## config.mk

```make
export PLATFORM = sky130hd
export DESIGN_NAME = mod_updown_counter_flat
export DESIGN_NICKNAME = d
export VERILOG_FILES = /design/src/rtl/counter_pkg.sv /design/src/rtl/mod_updown_counter_if.sv /design/src/rtl/mod_updown_counter_cnt_next_logic.sv /design/src/rtl/mod_updown_counter.sv /design/src/flat_wrapper.sv
export SDC_FILE = /design/constraint.sdc
export NUM_CORES = 1
export LEC_CHECK = 0
export ABC_AREA = 1
export CAP_MARGIN = 20
export CORE_AREA = 4 4 42 44
export CTS_CLUSTER_SIZE = 28
export DETAILED_ROUTE_END_ITERATION = 10
export DIE_AREA = 0 0 46 48
export PLACE_DENSITY = 0.75
export SYNTH_ARGS = -nofsm -noshare
export SYNTH_HDL_FRONTEND = slang
export SYNTH_SLANG_ARGS = --single-unit
```

## constraint.sdc

```tcl
create_clock -name clk -period 4.1 [get_ports clk]
set_input_delay 1.23 -clock clk [delete_from_list [all_inputs] [get_ports clk]]
set_output_delay 1.23 -clock clk [all_outputs]
set_load 0.02 [all_outputs]
```

## src/rtl/counter_pkg.sv

```systemverilog
// Shared definitions for the modulo up/down counter family.
package counter_pkg;

    localparam int CNT_MAX_W     = 16;
    localparam int CNT_MODE_WRAP = 0;
    localparam int CNT_MODE_SAT  = 1;

    // Per-cycle operation after the clear path has been resolved.
    typedef enum logic [1:0] {
        OP_LD,
        OP_BOTH,
        OP_UP,
        OP_DN
    } cnt_op_e;

    function automatic int clog2(input int value);
        int r;
        int v;
        r = 0;
        v = value - 1;
        while (v > 0) begin
            r++;
            v = v >> 1;
        end
        return r;
    endfunction

endpackage

```

## src/rtl/mod_updown_counter_if.sv

```systemverilog
// Control and status bundle for mod_updown_counter.
interface mod_updown_counter_if #(
    parameter int WIDTH = 5
);
    logic             cntup;
    logic             cntdn;
    logic             ld;
    logic [WIDTH-1:0] ld_val;
    logic [WIDTH-1:0] res;
    logic             tc;
    logic             wrap;
    logic             ovf;

    modport master (
        output cntup, cntdn, ld, ld_val,
        input  res, tc, wrap, ovf
    );

    modport slave (
        input  cntup, cntdn, ld, ld_val,
        output res, tc, wrap, ovf
    );
endinterface

```

## src/rtl/mod_updown_counter_cnt_next_logic.sv

```systemverilog
// Combinational step logic: next count value, limit detects and terminal count.
module cnt_next_logic
    import counter_pkg::*;
#(
    parameter int WIDTH   = 5,
    parameter int MODULUS = 32,
    parameter int SAT     = CNT_MODE_WRAP
) (
    input  logic [WIDTH-1:0] res,
    input  logic             clr,
    input  logic             ld,
    input  logic             cntup,
    input  logic             cntdn,
    output logic [WIDTH-1:0] next_res,
    output logic             hit_max,
    output logic             hit_min,
    output logic             tc
);

    localparam logic [WIDTH-1:0] MAX_VAL = WIDTH'(MODULUS - 1);

    logic up_only;
    logic dn_only;

    assign up_only = cntup & ~cntdn;
    assign dn_only = cntdn & ~cntup;
    assign hit_max = (res == MAX_VAL);
    assign hit_min = (res == '0);

    assign tc = ~clr & ~ld & ((up_only & hit_max) | (dn_only & hit_min));

    always_comb begin
        // NOTE: default assigned first so every path drives next_res and no latch is inferred.
        next_res = res;
        if (up_only) begin
            // The limit compare is explicit even for full binary range, so +1 never carries out.
            if (hit_max) next_res = (SAT == CNT_MODE_SAT) ? MAX_VAL : '0;
            else         next_res = res + WIDTH'(1);
        end else if (dn_only) begin
            if (hit_min) next_res = (SAT == CNT_MODE_SAT) ? '0 : MAX_VAL;
            else         next_res = res - WIDTH'(1);
        end
    end

endmodule

```

## src/rtl/mod_updown_counter.sv

```systemverilog
// Parametrised modulo up/down counter with load, wrap/saturate mode,
// terminal count, one-cycle limit pulse and sticky overflow.
module mod_updown_counter
    import counter_pkg::*;
#(
    parameter int WIDTH   = 5,
    parameter int MODULUS = 32,
    parameter int SAT     = CNT_MODE_WRAP
) (
    input  logic                 clk,
    input  logic                 clr,
    mod_updown_counter_if.slave  bus
);

    localparam logic [WIDTH-1:0] MAX_VAL = WIDTH'(MODULUS - 1);

    if (WIDTH < 2 || WIDTH > CNT_MAX_W || MODULUS < 2 || MODULUS > (1 << WIDTH) ||
        clog2(MODULUS) > WIDTH || (SAT != CNT_MODE_WRAP && SAT != CNT_MODE_SAT)) begin : g_bad_param
        $fatal(1, "mod_updown_counter: illegal WIDTH/MODULUS/SAT combination");
    end

    logic [WIDTH-1:0] res_q;
    logic             wrap_q;
    logic             ovf_q;
    logic [WIDTH-1:0] res_d;
    logic             wrap_d;
    logic             ovf_d;
    logic [WIDTH-1:0] next_res;
    logic [WIDTH-1:0] ld_clamped;
    logic             hit_max;
    logic             hit_min;
    logic             tc;
    cnt_op_e          op;

    cnt_next_logic #(
        .WIDTH   (WIDTH),
        .MODULUS (MODULUS),
        .SAT     (SAT)
    ) u_next (
        .res      (res_q),
        .clr      (clr),
        .ld       (bus.ld),
        .cntup    (bus.cntup),
        .cntdn    (bus.cntdn),
        .next_res (next_res),
        .hit_max  (hit_max),
        .hit_min  (hit_min),
        .tc       (tc)
    );

    assign ld_clamped = (32'(bus.ld_val) >= 32'(MODULUS)) ? MAX_VAL : bus.ld_val;

    always_comb begin
        op = OP_BOTH;
        if (bus.ld)                      op = OP_LD;
        else if (bus.cntup && bus.cntdn) op = OP_BOTH;
        else if (bus.cntup)              op = OP_UP;
        else if (bus.cntdn)              op = OP_DN;
    end

    // Both-requests and idle share the default: hold count, drop pulse, keep ovf.
    always_comb begin
        res_d  = res_q;
        wrap_d = 1'b0;
        ovf_d  = ovf_q;
        case (op)
            OP_LD: begin
                res_d = ld_clamped;
                ovf_d = 1'b0;
            end
            OP_UP: begin
                res_d  = next_res;
                wrap_d = hit_max;
                ovf_d  = ovf_q | hit_max;
            end
            OP_DN: begin
                res_d  = next_res;
                wrap_d = hit_min;
                ovf_d  = ovf_q | hit_min;
            end
            default: ;
        endcase
    end

    // Clear sits outside the datapath mux so unknown controls during clear cannot reach res.
    always_ff @(posedge clk) begin
        // NOTE: non-blocking assignments keep every register sampling pre-edge values.
        if (clr) begin
            res_q  <= '0;
            wrap_q <= 1'b0;
            ovf_q  <= 1'b0;
        end else begin
            res_q  <= res_d;
            wrap_q <= wrap_d;
            ovf_q  <= ovf_d;
        end
    end

    assign bus.res  = res_q;
    assign bus.wrap = wrap_q;
    assign bus.ovf  = ovf_q;
    assign bus.tc   = tc;

endmodule

```

## src/flat_wrapper.sv

```systemverilog
// flat-port wrapper written by rule: the top's interface ports become plain ports
module mod_updown_counter_flat import counter_pkg::*;
#(
    parameter int WIDTH   = 5,
    parameter int MODULUS = 32,
    parameter int SAT     = CNT_MODE_WRAP
)
  (clk, clr, bus_cntup, bus_cntdn, bus_ld, bus_ld_val, bus_res, bus_tc, bus_wrap, bus_ovf);
  mod_updown_counter_if #(.WIDTH(WIDTH)) bus_i ();
  input  logic clk;
  input  logic clr;
  input wire logic [$bits(bus_i.cntup)-1:0] bus_cntup;
  input wire logic [$bits(bus_i.cntdn)-1:0] bus_cntdn;
  input wire logic [$bits(bus_i.ld)-1:0] bus_ld;
  input wire logic [$bits(bus_i.ld_val)-1:0] bus_ld_val;
  output wire logic [$bits(bus_i.res)-1:0] bus_res;
  output wire logic [$bits(bus_i.tc)-1:0] bus_tc;
  output wire logic [$bits(bus_i.wrap)-1:0] bus_wrap;
  output wire logic [$bits(bus_i.ovf)-1:0] bus_ovf;
  assign bus_i.cntup = bus_cntup;
  assign bus_i.cntdn = bus_cntdn;
  assign bus_i.ld = bus_ld;
  assign bus_i.ld_val = bus_ld_val;
  assign bus_res = bus_i.res;
  assign bus_tc = bus_i.tc;
  assign bus_wrap = bus_i.wrap;
  assign bus_ovf = bus_i.ovf;
  mod_updown_counter #(.WIDTH(WIDTH), .MODULUS(MODULUS), .SAT(SAT)) u_core (.clk(clk), .clr(clr), .bus(bus_i));
endmodule
```

==> out/metrics.yaml <==
power_and_ir_drop:
  ir_worst_vdd_v: 0.000146
  p_per_area_mw_per_mm2: 303
  p_leak_uw: 0.000409
global_route:
  grt_antenna_before_repair: 0
  grt_max_degree: 13
  overflow: 0
  grt_pass1_wl_um: 2530
  groute.usage.overall: 0.156
  grt_pass1_vias: 596
hold_path:
  whs_path_depth: 2
  min_from: "u_core.bus.res[1]$_SDFFE_PP0P_"
  hp-class: "reg2reg"
  min_to: "u_core.bus.res[1]$_SDFFE_PP0P_"
synthesis:
  avgSynthCellArea_sq_um: 6.62
  synthArstFlopShare: 0
  synth_cell_types: 23
  ys_ff_latch: 7
  muxShareOfSynthArea: 0
  synthXorXnorAreaFrac: 0.0138
  synth_ff_type: "dfxtp_1"
  synth-compound-area-share: 0.169
  synth_area_sq_um: 636
  synth_fa_ha_area_frac: 0.138
  synth_nets: 113
  synth_edf_count: 0
  ys_top_cells_by_area: "dfxtp_1 22%, ha_1 14%, nand2_1 13%"
  synth_top_family_by_area: "simple AND/OR/NAND/NOR gates"
  yosysTopAreaCell: "dfxtp_1"
  synth-simple-area-share: 0.364
  synthTopCellsByCount: "22 x nand2_1, 14 x nor2_1, 10 x inv_1"
  synth_top_area_frac: 0.220
  yosysWarnings: 0
  post-synth-top-count-cell: "nand2_1"
  ys_seq_area_frac: 0.220
  syn_inst: 96
placed_design:
  gp_congestion: 0.792
  place_area_sq_um: 822
  io_buffers: 17
  hpwlAfterDp_um: 1240
  place_inst: 129
cts:
  clock_path_buffers: 2
  clk_pin_slew_ns: 0.05
  worstSkewPairLatency_ns: 0.26
  clockRootBuffer: "clkbuf_4"
  cts_tree: "built"
  hold_buffers: 0
  cts_max_level: 1
  cts_sinks: 7
  cts_buffers: 3
timing:
  post-route-period-util: 0.906
  layout_min_cycle_time_ns: 3.71
  setup_tns_ns: 0
  slew_headroom: 0.679
  clock_skew_ns: 0.00637
  slew_violations: 0
  hold_viol_final: 0
  worst_slew_pin_slew_ns: 0.480
  fmax_mhz: 269
  setup_viol: 0
  rsz0062_at_grt: "no"
  hold_slack_ns: 0.576
cells_and_area:
  stdcell_count: 133
  antenna_cells: 0
  area_delta_synth_final_pct: 33.9
  nets: 135
  final_util: 0.592
  stdcell_area_sq_um: 851
  drive_gt1_frac: 0.103
drt:
  wl_per_cell_um: 12.2
  drc: 0
  wl_um: 1630
  dr_total_vias: 677
  drtAntennaViolNets: 0
  dr.first_iter.drc_count: 7
  first_pass_iters: 4
  drt-vias-per-instance: 5.09
floorplanning:
  placeableCoreArea_sq_mm: 0.00144
  die-area_sq_mm: 0.00221
  rows: 14
  dieHeight_um: 48
  die_x_um: 46
  initial_core_util: 0.443
  ios: 18
setup_path:
  arrival_ns: 2.48
  reg2reg_slack_ns: 2.26
  r2r_cells: 9
  start_kind: "input pin"
  rr_endpoint: "u_core.bus.res[2]$_SDFFE_PP0P_"
  required_ns: 2.87
  rr_startpoint: "u_core.bus.res[1]$_SDFFE_PP0P_"
  path_max_fanout: 2
  worst_setup_path_end_kind: "output pin"
  worstSetupPathType: "in2out"
  crit_start: "bus_cntdn"
status:
  status: "finished clean"
run:
  cap_violations: 0
-- cells by family after synthesis --
group                      after synthesis
AOI/OAI and AO/OA                       19
xor gates and xnor gates                 1
adders and majority gates                7
buffers and inverters                   13
DFF                                      7
and+or+nand+nor                         49
-- power breakdown --
group,internal (uW),total (uW),switching (uW)
registers,74.7,87.5,12.7
logic,47.0,103,55.6
clock network,37.5,68.1,30.6
total,159,258,98.9
-- worst max-delay path, cell delays in order --
cell and delay (ns):
clkdlybuf4s50_1 0.43, inv_1 0.09, ha_1 0.16, nand2_1 0.06
a211oi_1 0.25, dlymetal6s2s_1 0.26
-- cell usage in the layout, fill, tap and decap left out, drive strengths merged, types with 2 or more instances in the layout --
cell / instances
o211ai: 2
nand2: 23
inv: 11
ha: 7
nor2: 17
buf: 2
clkbuf: 4
a21oi: 8
nand3: 6
clkdlybuf4s50: 16
dfxtp: 7
o21ai: 7
-- worst max-delay path by stage --
stage	cells past startpoint	endpoint	slack [ns]
after floorplan	4	bus_tc	0.72
after global placement	5	bus_tc	0.05
after detailed placement	6	bus_tc	0.04
after CTS	6	bus_tc	0.006
after global routing	6	bus_tc	0.27
final	6	bus_tc	0.39
-- metal layers --
metal	vias up	track usage	routed length [um]
li1	355	-	-
met1	303	0.201	692
met2	17	0.258	821
met3	2	0.0150	94
met4	0	0.0739	19
met5	-	0	0
-- cell type report --
type                            count  area (sq um)
Fill cell                         140           586
Inverter                           11          41.3
Sequential cell                     7           140
Tap cell                           16          20.0
Multi-Input combinational cell     76           435
Timing Repair Buffer               19           188
Clock buffer                        4          26.3
-- flip-flops by register name, summed over array words and instances, names as in the netlist --
register and flops:
u_core.bus.ovf 1, u_core.bus.res 5, u_core.bus.wrap 1
-- metrics by stage --
| step | setup WS (ns) | power, uW |
|---|---|---|
| floorplan | 0.722 | 155 |
| global placement | 0.0471 | 189 |
| detailed placement | 0.0387 | 191 |
| CTS | 0.00584 | 259 |
| global route | 0.267 | 277 |
| finish | 0.386 | 258 |
-- timing repair --
item                                    CTS  global route
gates resized for setup                   0             1
setup buffers                             0             0
endpoints found under the setup margin    0             1
No activity file was read; power rests on OpenSTA's default activity.
